### src/rtl/serv_bufreg_pkg.sv
// Shared types and constants for the bufreg sequencer: state encoding, op/size codes
// and the phase length / counter width derived from the datapath width W.
package serv_bufreg_pkg;

  typedef enum logic [2:0] {
    ST_IDLE = 3'd0,
    ST_INIT = 3'd1,
    ST_RUN  = 3'd2,
    ST_BUS  = 3'd3,
    ST_FIN  = 3'd4
  } state_t;

  localparam logic [1:0] OP_LOAD  = 2'b00;
  localparam logic [1:0] OP_STORE = 2'b01;
  localparam logic [1:0] OP_SHIFT = 2'b10;

  localparam logic [1:0] SZ_BYTE = 2'b00;
  localparam logic [1:0] SZ_HALF = 2'b01;
  localparam logic [1:0] SZ_WORD = 2'b10;

  function automatic int phase_len(input int w);
    return 32 / w;
  endfunction

  function automatic int cnt_width(input int w);
    return $clog2(32 / w);
  endfunction

endpackage

### src/rtl/serv_phase_cnt.sv
// Phase counter: counts 0..P-1 while enabled and decodes first/second/last-cycle strobes.
// Strobes come from the registered count gated by i_en; no backpressure, clear wins over count.
module serv_phase_cnt
  import serv_bufreg_pkg::*;
#(
  parameter int W = 1
) (
  input  logic i_clk,
  input  logic i_rst_n,
  input  logic i_clear,
  input  logic i_en,
  output logic o_cnt0,
  output logic o_cnt1,
  output logic o_cnt_done
);

  localparam int CW = cnt_width(W);
  localparam int P  = phase_len(W);
  localparam logic [CW-1:0] CNT_LAST = CW'(P - 1);
  localparam logic [CW-1:0] CNT_ONE  = CW'(1);

  logic [CW-1:0] cnt_q, cnt_d;

  always_comb begin
    cnt_d = cnt_q;
    if (i_clear) begin
      cnt_d = '0;
    end else if (i_en) begin
      cnt_d = cnt_q + CNT_ONE;
    end
  end

  always_ff @(posedge i_clk or negedge i_rst_n) begin
    if (!i_rst_n) begin
      cnt_q <= '0;
    end else begin
      cnt_q <= cnt_d;
    end
  end

  assign o_cnt0     = i_en & (cnt_q == '0);
  assign o_cnt1     = i_en & (cnt_q == CNT_ONE);
  assign o_cnt_done = i_en & (cnt_q == CNT_LAST);

endmodule

### src/rtl/serv_bufreg_seq.sv
// Bufreg sequencer: INIT then RUN (shift) or BUS (load/store), one-cycle FIN with done or trap.
// Outputs decode registered state only; the bus phase waits on i_dbus_ack for as long as needed.
module serv_bufreg_seq
  import serv_bufreg_pkg::*;
#(
  parameter int W = 1
) (
  input  logic       i_clk,
  input  logic       i_rst_n,
  input  logic       i_start,
  input  logic [1:0] i_op,
  input  logic [1:0] i_size,
  input  logic [1:0] i_lsb,
  input  logic       i_dbus_ack,
  output logic       o_en,
  output logic       o_init,
  output logic       o_cnt0,
  output logic       o_cnt1,
  output logic       o_cnt_done,
  output logic       o_dbus_cyc,
  output logic       o_dbus_we,
  output logic       o_busy,
  output logic       o_done,
  output logic       o_trap
);

  state_t     state_q, state_d;
  logic [1:0] op_q, op_d;
  logic [1:0] size_q, size_d;
  logic       trap_q, trap_d;

  logic phase_act;
  logic cnt_clr;
  logic cnt_done;
  logic misalign;
  logic op_shift;

  assign phase_act = (state_q == ST_INIT) || (state_q == ST_RUN);
  // Reserved op 11 shares the shift path, so only the upper op bit matters.
  assign op_shift  = op_q[1];
  // Holding the counter clear in IDLE makes cnt0 land on the first INIT cycle.
  assign cnt_clr   = (state_q == ST_IDLE) || ((state_q == ST_INIT) && cnt_done);

  always_comb begin
    misalign = 1'b0;
    case (size_q)
      SZ_BYTE: misalign = 1'b0;
      SZ_HALF: misalign = i_lsb[0];
      default: misalign = |i_lsb;
    endcase
  end

  serv_phase_cnt #(
    .W(W)
  ) u_phase_cnt (
    .i_clk      (i_clk),
    .i_rst_n    (i_rst_n),
    .i_clear    (cnt_clr),
    .i_en       (phase_act),
    .o_cnt0     (o_cnt0),
    .o_cnt1     (o_cnt1),
    .o_cnt_done (cnt_done)
  );

  always_comb begin
    state_d = state_q;
    op_d    = op_q;
    size_d  = size_q;
    trap_d  = trap_q;
    case (state_q)
      ST_IDLE: begin
        if (i_start) begin
          op_d    = i_op;
          size_d  = i_size;
          trap_d  = 1'b0;
          state_d = ST_INIT;
        end
      end
      ST_INIT: begin
        if (cnt_done) begin
          if (op_shift) begin
            state_d = ST_RUN;
          end else if (misalign) begin
            trap_d  = 1'b1;
            state_d = ST_FIN;
          end else begin
            state_d = ST_BUS;
          end
        end
      end
      ST_RUN: begin
        if (cnt_done) begin
          state_d = ST_FIN;
        end
      end
      ST_BUS: begin
        if (i_dbus_ack) begin
          state_d = ST_FIN;
        end
      end
      ST_FIN: begin
        trap_d  = 1'b0;
        state_d = ST_IDLE;
      end
      default: state_d = ST_IDLE;
    endcase
  end

  always_ff @(posedge i_clk or negedge i_rst_n) begin
    if (!i_rst_n) begin
      state_q <= ST_IDLE;
      op_q    <= 2'b00;
      size_q  <= 2'b00;
      trap_q  <= 1'b0;
    end else begin
      state_q <= state_d;
      op_q    <= op_d;
      size_q  <= size_d;
      trap_q  <= trap_d;
    end
  end

  assign o_en       = phase_act;
  assign o_init     = (state_q == ST_INIT);
  assign o_cnt_done = cnt_done;
  assign o_dbus_cyc = (state_q == ST_BUS);
  assign o_dbus_we  = (state_q == ST_BUS) && (op_q == OP_STORE);
  assign o_busy     = (state_q != ST_IDLE);
  assign o_done     = (state_q == ST_FIN) && !trap_q;
  assign o_trap     = (state_q == ST_FIN) && trap_q;

endmodule

### config.mk
export PLATFORM = sky130hd
export DESIGN_NAME = serv_bufreg_seq
export DESIGN_NICKNAME = d
export VERILOG_FILES = /design/src/rtl/serv_bufreg_pkg.sv /design/src/rtl/serv_phase_cnt.sv /design/src/rtl/serv_bufreg_seq.sv
export SDC_FILE = /design/constraint.sdc
export NUM_CORES = 1
export LEC_CHECK = 0
export CAP_MARGIN = 10
export CORE_ASPECT_RATIO = 0.9
export CORE_MARGIN = 5
export CORE_UTILIZATION = 51
export CTS_CLUSTER_DIAMETER = 50
export DETAILED_ROUTE_END_ITERATION = 12
export PLACE_DENSITY_LB_ADDON = 0.12
export SLEW_MARGIN = 15
export SYNTH_ARGS = -nofsm -noshare
export SYNTH_HDL_FRONTEND = slang
export SYNTH_SLANG_ARGS = --single-unit
### constraint.sdc
create_clock -name i_clk -period 3.2 [get_ports i_clk]
set_clock_uncertainty 0.1 [all_clocks]
set_input_delay 0.64 -clock i_clk [delete_from_list [all_inputs] [get_ports i_clk]]
set_output_delay 0.64 -clock i_clk [all_outputs]
set_load 0.05 [all_outputs]
---- Yosys cells after proc, flatten, opt, wreduce, memory -nomap -nowiden ----
Index checks and enable logic that the tools add are counted.
W data, S select, Z words.
storage, ports and cells
  output and inout port bits .............. 10
  input port bits ......................... 10
  flip-flop bits (word level) ............. 13
  word-level logic and storage cells ...... 55
operators by class
  bitwise operators ....................... 3
  reductions and logical operators ........ 17
  multiplexer cells ....................... 15
  add/subtract/negate cells ............... 1
  eq/ne operators ......................... 14
operators with widths
  cell                   number
  $mux W3                6
  $pmux W3 S4            1
  $mux W5                2
  $ne A2 B2 Y1 const B   4
  $eq A3 B2 Y1 const B   2
  $reduce_bool A3 Y1     2
  $add A5 B1 Y5 const B  1
  $eq A5 B1 Y1 const B   1
  $eq A5 B5 Y1 const B   1
  $logic_not A5 Y1       1
  $reduce_and A5 Y1      1
  $eq A2 B1 Y1 const B   2
  $logic_and A1 B1 Y1    4
  $mux W1                4
  $ne A2 B1 Y1 const B   2
  $reduce_and A4 Y1      1
  $and A1 B1 Y1          3
  $eq A3 B1 Y1 const B   1
  $eq A3 B3 Y1 const B   1
  $logic_not A3 Y1       1
  $pmux W1 S3            1
  $logic_not A2 Y1       1
  $logic_or A1 B1 Y1     2
  $pmux W1 S2            1
  other kinds (4)        4

---- Longest topological paths before layout ----
  word-level depth ........................ 6
  gate-level depth with buffers ........... 7
  mapped depth without buffers ............ 7

---- Hierarchy ----
Synthesis repeated with hierarchy kept, for this count alone.
unflattened totals
  cells, all modules ...................... 78
  area, all modules ....................... 842.1 um^2
by module, submodules not included
  module           instances  area each (um^2)  cells an instance  sequential area each (um^2)
  serv_bufreg_seq  1          496.7             48                 200.2
  serv_phase_cnt   1          345.3             30                 125.1

---- Worst setup path after synthesis ----
No wires, ideal clock.
  kind .................................... reg2out
  start point ............................. register state_q[1]
  end point ............................... output port o_trap
  required time ........................... 2.460 ns
  path slack .............................. 0.108 ns
  arrival ................................. 2.352 ns
  cell stages (with the launch flop) ...... 4
  buffers on the path ..................... 2
  cell sequence ........................... dfrtp_1 buf_2 clkbuf_1 nor4b_1
on the way
  longest elaborated chain between the ends .. 2
ends and longest elaborated chain
  element                   RTL line                RTL
  start: declaration        serv_bufreg_seq.sv:27   state_t state_q, state_d;
  start signal: assignment  serv_bufreg_seq.sv:116  state_q <= state_d;
  $eq A3 B3 Y1              serv_bufreg_seq.sv:130  assign o_trap = (state_q == ST_FIN) && trap_q;
  $logic_and A1 B1 Y1       serv_bufreg_seq.sv:130
  end: declaration          serv_bufreg_seq.sv:24   output logic o_trap
No other way between the ends.

---- Worst setup path in the final report ----
  start point ............................. register u_phase_cnt.cnt_q[0]
  end point ............................... output port o_cnt_done
on the way
  longest elaborated chain between the ends .. 2
ends and longest elaborated chain
  element                   RTL line               RTL
  start: declaration        serv_phase_cnt.sv:22   logic [CW-1:0] cnt_q, cnt_d;
  start signal: assignment  serv_phase_cnt.sv:37   cnt_q <= cnt_d;
  $eq A5 B5 Y1              serv_phase_cnt.sv:43   assign o_cnt_done = i_en & (cnt_q == CNT_LAST);
  $and A1 B1 Y1             serv_phase_cnt.sv:43
  end: declaration          serv_bufreg_seq.sv:19  output logic o_cnt_done,
No other way between the ends.

==> run summary <==
Yosys
* **most frequently used flop master after synthesis** sky130_fd_sc_hd__dfrtp_1
* **number of register bits inferred by synthesis** 13
* **top cells by area in the synthesized netlist** sky130_fd_sc_hd__dfrtp_1, sky130_fd_sc_hd__ha_1, sky130_fd_sc_hd__mux2_2
* **syn nets** 102
* **most instantiated cells after synthesis** sky130_fd_sc_hd__dfrtp_1, sky130_fd_sc_hd__nor2_1, sky130_fd_sc_hd__nor4b_1
* **top-area cell type share of the netlist area** 39.0%
* **Syn Inst Count** 88
* **most frequently used cell type in the post-synthesis netlist** sky130_fd_sc_hd__dfrtp_1
* **Avg Synthesized Cell Area** 9.48 um2
* **total of warnings raised by yosys** 0
* **cell taking the most area after synthesis** sky130_fd_sc_hd__dfrtp_1
* **count of different cell masters after synthesis** 37
* **share of the yosys chip area belonging to registers** 39.0%
* **number of synthesized flops with an enable pin** 0
* **share of flip-flops with an asynchronous set or reset after synthesis** 100%
* **post-synthesis instance area** 835 um2

Routing
* **vias per cell** 5.69
* **average wire length per cell after detail routing** 14.1 um
* **detailed-route via count** 745
* **number of remaining DRC errors** 0
* **routed wire length** 1.85 mm
* **router iterations before antenna repair** 4
* **violation count after the first detailed-routing iteration** 27
* **Final ANT Viol Nets** 0

Timing
* **Max Clock Freq** 0.326 GHz
* **final hold viol count** 0
* **shortest period the worst path allows** 3.07 ns
* **summed negative setup slack over all endpoints** 0 ns
* **crit path setup slack, layout** 0.130 ns
* **number of setup violations in the final report** 0
* **remaining max-slew budget at the tightest pin** 61.4%
* **Worst Tran Pin Value** 0.577 ns
* **fraction of the cycle the final worst path needs** 95.9%
* **setup repair after global routing missed its margin** false
* **Final Max Slew Viols** 0

Final layout
* **Layout fillers** 127
* **share of final-layout standard cells stronger than drive strength 1** 13.8%
* **antenna diode count** 0
* **post-layout net count** 124
* **total non-filler cell area in the finished layout** 1070 um2
* **final design utilization** 71.7%
* **layout overhead on the synthesized area** 28.5%

Global route
* **via count of the first global-routing pass** 690
* **global-route wire length before repair** 3.14 mm
* **gr usage total** 16.1%
* **largest net degree at the start of global routing** 16
* **leftover overflow at the end of global routing** 0
* **initial antenna violation count** 0

Worst setup path
* **required arrival time at the worst endpoint** 2.46 ns
* **source of the worst register-to-register timing path** u_phase_cnt.cnt_q[0]$_DFFE_PN0P_
* **WS Path Type** reg -> out
* **R2R setup slack** 1.04 ns
* **crit-path max FO** 6
* **data arrival time of the critical path** 2.33 ns
* **kind of start point of the critical path** register
* **CP Capture Type** primary output
* **worst reg2reg path endpoint** u_phase_cnt.cnt_q[0]$_DFFE_PN0P_
* **R2R depth** 7

Worst hold path
* **start point of the worst hold path** op_q[0]$_DFFE_PN0P_
* **sink of the worst hold path** op_q[0]$_DFFE_PN0P_
* **class of the most critical hold timing path** reg -> reg
* **hold path depth** 1

Die
* **total number of placement rows** 13
* **Initial Utilization** 55.8%
* **Die Footprint** 2550 um2
* **I/O pin count** 20
* **Chip Height** 48.4 um
* **Die Wd** 52.6 um
* **core area** 1500 um2

Clock network
* **number of clock buffers inserted by TritonCTS** 3
* **clock net sink count** 13
* **CTS tree** built
* **largest buffer count on any clock path** 2
* **number of hold-repair buffers added at the cts stage** 0
* **root buffer cell** sky130_fd_sc_hd__clkbuf_4
* **number of buffers added for setup after CTS** 0
* **clock latency on the worst-skew pair** 0.28 ns
* **clock edge transition at the registers on the reported setup and hold paths** 0.09 ns
* **post-CTS resize count** 0
* **total number of H-tree levels** 1

Placement
* **count of buffers inserted at the top-level ports** 19
* **detailed placer's ending HPWL** 1.42 mm
* **cell area reported after detailed placement** 1050 um2
* **Routability Congestion** 0.867
* **worst-case setup slack after placement** 0.446 ns

Power
* **Internal** 0.000476 W
* **standby leakage power** 0.460 nW
* **fraction of power consumed by combinational cells** 53.8%
* **part of the power in registers** 34.2%
* **Sw Ratio** 45.6%
* **Clk network pwr share** 12.0%
* **net switching power of the design** 0.000398 W
* **largest vdd supply drop** 0.000491 V
* **power density of the placed cells** 815 nW/um2
* **Total Power Consumption** 0.000874 W

Job
* **number of max-cap violations** 0

Status
* **outcome** finished clean

-- flip-flops by register name (all words and copies together), names as in the netlist --
| signal | count |
|---|---|
| op_q | 2 |
| u_phase_cnt.cnt_q | 5 |
| size_q | 2 |
| state_q | 3 |
| trap_q | 1 |
-- area by class of cell --
class / count / area [um2] / area share (%)
multi-input cells: 66 / 470 / 43.9
inverters: 4 / 15.0 / 1.40
well taps: 22 / 27.5 / 2.57
flip-flops and latches: 13 / 325 / 30.3
repair buffers: 22 / 208 / 19.4
clock buffers: 4 / 26.3 / 2.45
-- critical path, cell delays in order (launching register included) --
cell	delay, ns
sky130_fd_sc_hd__dfrtp_1	0.46
sky130_fd_sc_hd__ha_1	0.23
sky130_fd_sc_hd__and3_1	0.17
sky130_fd_sc_hd__ha_1	0.23
sky130_fd_sc_hd__and2_1	0.16
sky130_fd_sc_hd__clkdlybuf4s50_1	0.80
-- how the worst max path moves through the flow --
stage	startpoint	to	slack (ns)	depth (start not counted)
after floorplan	state_q[1]$_DFFE_PN0P_	o_trap	0.11	3
after detailed placement	u_phase_cnt.cnt_q[0]$_DFFE_PN0P_	o_cnt_done	0.45	5
final	u_phase_cnt.cnt_q[0]$_DFFE_PN0P_	o_cnt_done	0.13	5
after global routing	u_phase_cnt.cnt_q[0]$_DFFE_PN0P_	o_cnt_done	0.03	5
after global placement	u_phase_cnt.cnt_q[0]$_DFFE_PN0P_	o_cnt_done	0.49	5
after CTS	u_phase_cnt.cnt_q[0]$_DFFE_PN0P_	o_cnt_done	0.11	5
-- power by group through the flow --
stage                     Combinational [W]  Clock (W)  Sequential [W]
after floorplan                    0.000356          0        0.000279
after global placement             0.000461          0        0.000295
after detailed placement           0.000473          0        0.000301
after CTS                          0.000474   0.000111        0.000297
after global routing               0.000512   0.000117        0.000310
final                              0.000470   0.000105        0.000299
-- stage by stage --
stage / hold WS, ns / instances
final: 0.410 / 131
after global routing: 0.438 / 131
after CTS: 0.415 / 131
after detailed placement: 0.397 / 127
after global placement: 0.382 / 127
after floorplan: 0.244 / 88
-- metal layers --
layer	wire, um	GRT usage, %
met5	0	0
met4	12	6.38
met3	60	3.98
met2	908	22.3
met1	865	23.5
-- placed cells by master (no fill, tap or decap), types with 2 or more instances in the layout --
| master | count |
|---|---|
| sky130_fd_sc_hd__nor3_1 | 3 |
| sky130_fd_sc_hd__nor2_1 | 8 |
| sky130_fd_sc_hd__nand2b_1 | 3 |
| sky130_fd_sc_hd__o31ai_1 | 2 |
| sky130_fd_sc_hd__or4_1 | 2 |
| sky130_fd_sc_hd__inv_1 | 4 |
| sky130_fd_sc_hd__buf_4 | 5 |
| sky130_fd_sc_hd__nand4_1 | 2 |
| sky130_fd_sc_hd__nand2_1 | 4 |
| sky130_fd_sc_hd__mux2_2 | 4 |
| sky130_fd_sc_hd__clkdlybuf4s50_1 | 17 |
| sky130_fd_sc_hd__dfrtp_1 | 13 |
| sky130_fd_sc_hd__a21oi_1 | 4 |
| sky130_fd_sc_hd__and2_1 | 3 |
| sky130_fd_sc_hd__and3_1 | 2 |
| sky130_fd_sc_hd__ha_1 | 4 |
| sky130_fd_sc_hd__nor4b_1 | 5 |
| sky130_fd_sc_hd__clkbuf_4 | 3 |
| sky130_fd_sc_hd__a22o_1 | 2 |
-- kinds of logic (layout without fill, tap and decap cells) --
| group | count (synthesis) | count (layout) | synth area share, % |
|---|---|---|---|
| flops | 13 | 13 | 39.0 |
| buf+inv | 9 | 30 | 4.65 |
| simple gates | 40 | 40 | 28.9 |
| compound gates | 17 | 17 | 15.0 |
| fa+ha+maj | 4 | 4 | 6.00 |
| xor+xnor | 1 | 1 | 1.05 |
| mux | 4 | 4 | 5.40 |
(Power assumes the default switching activity.)
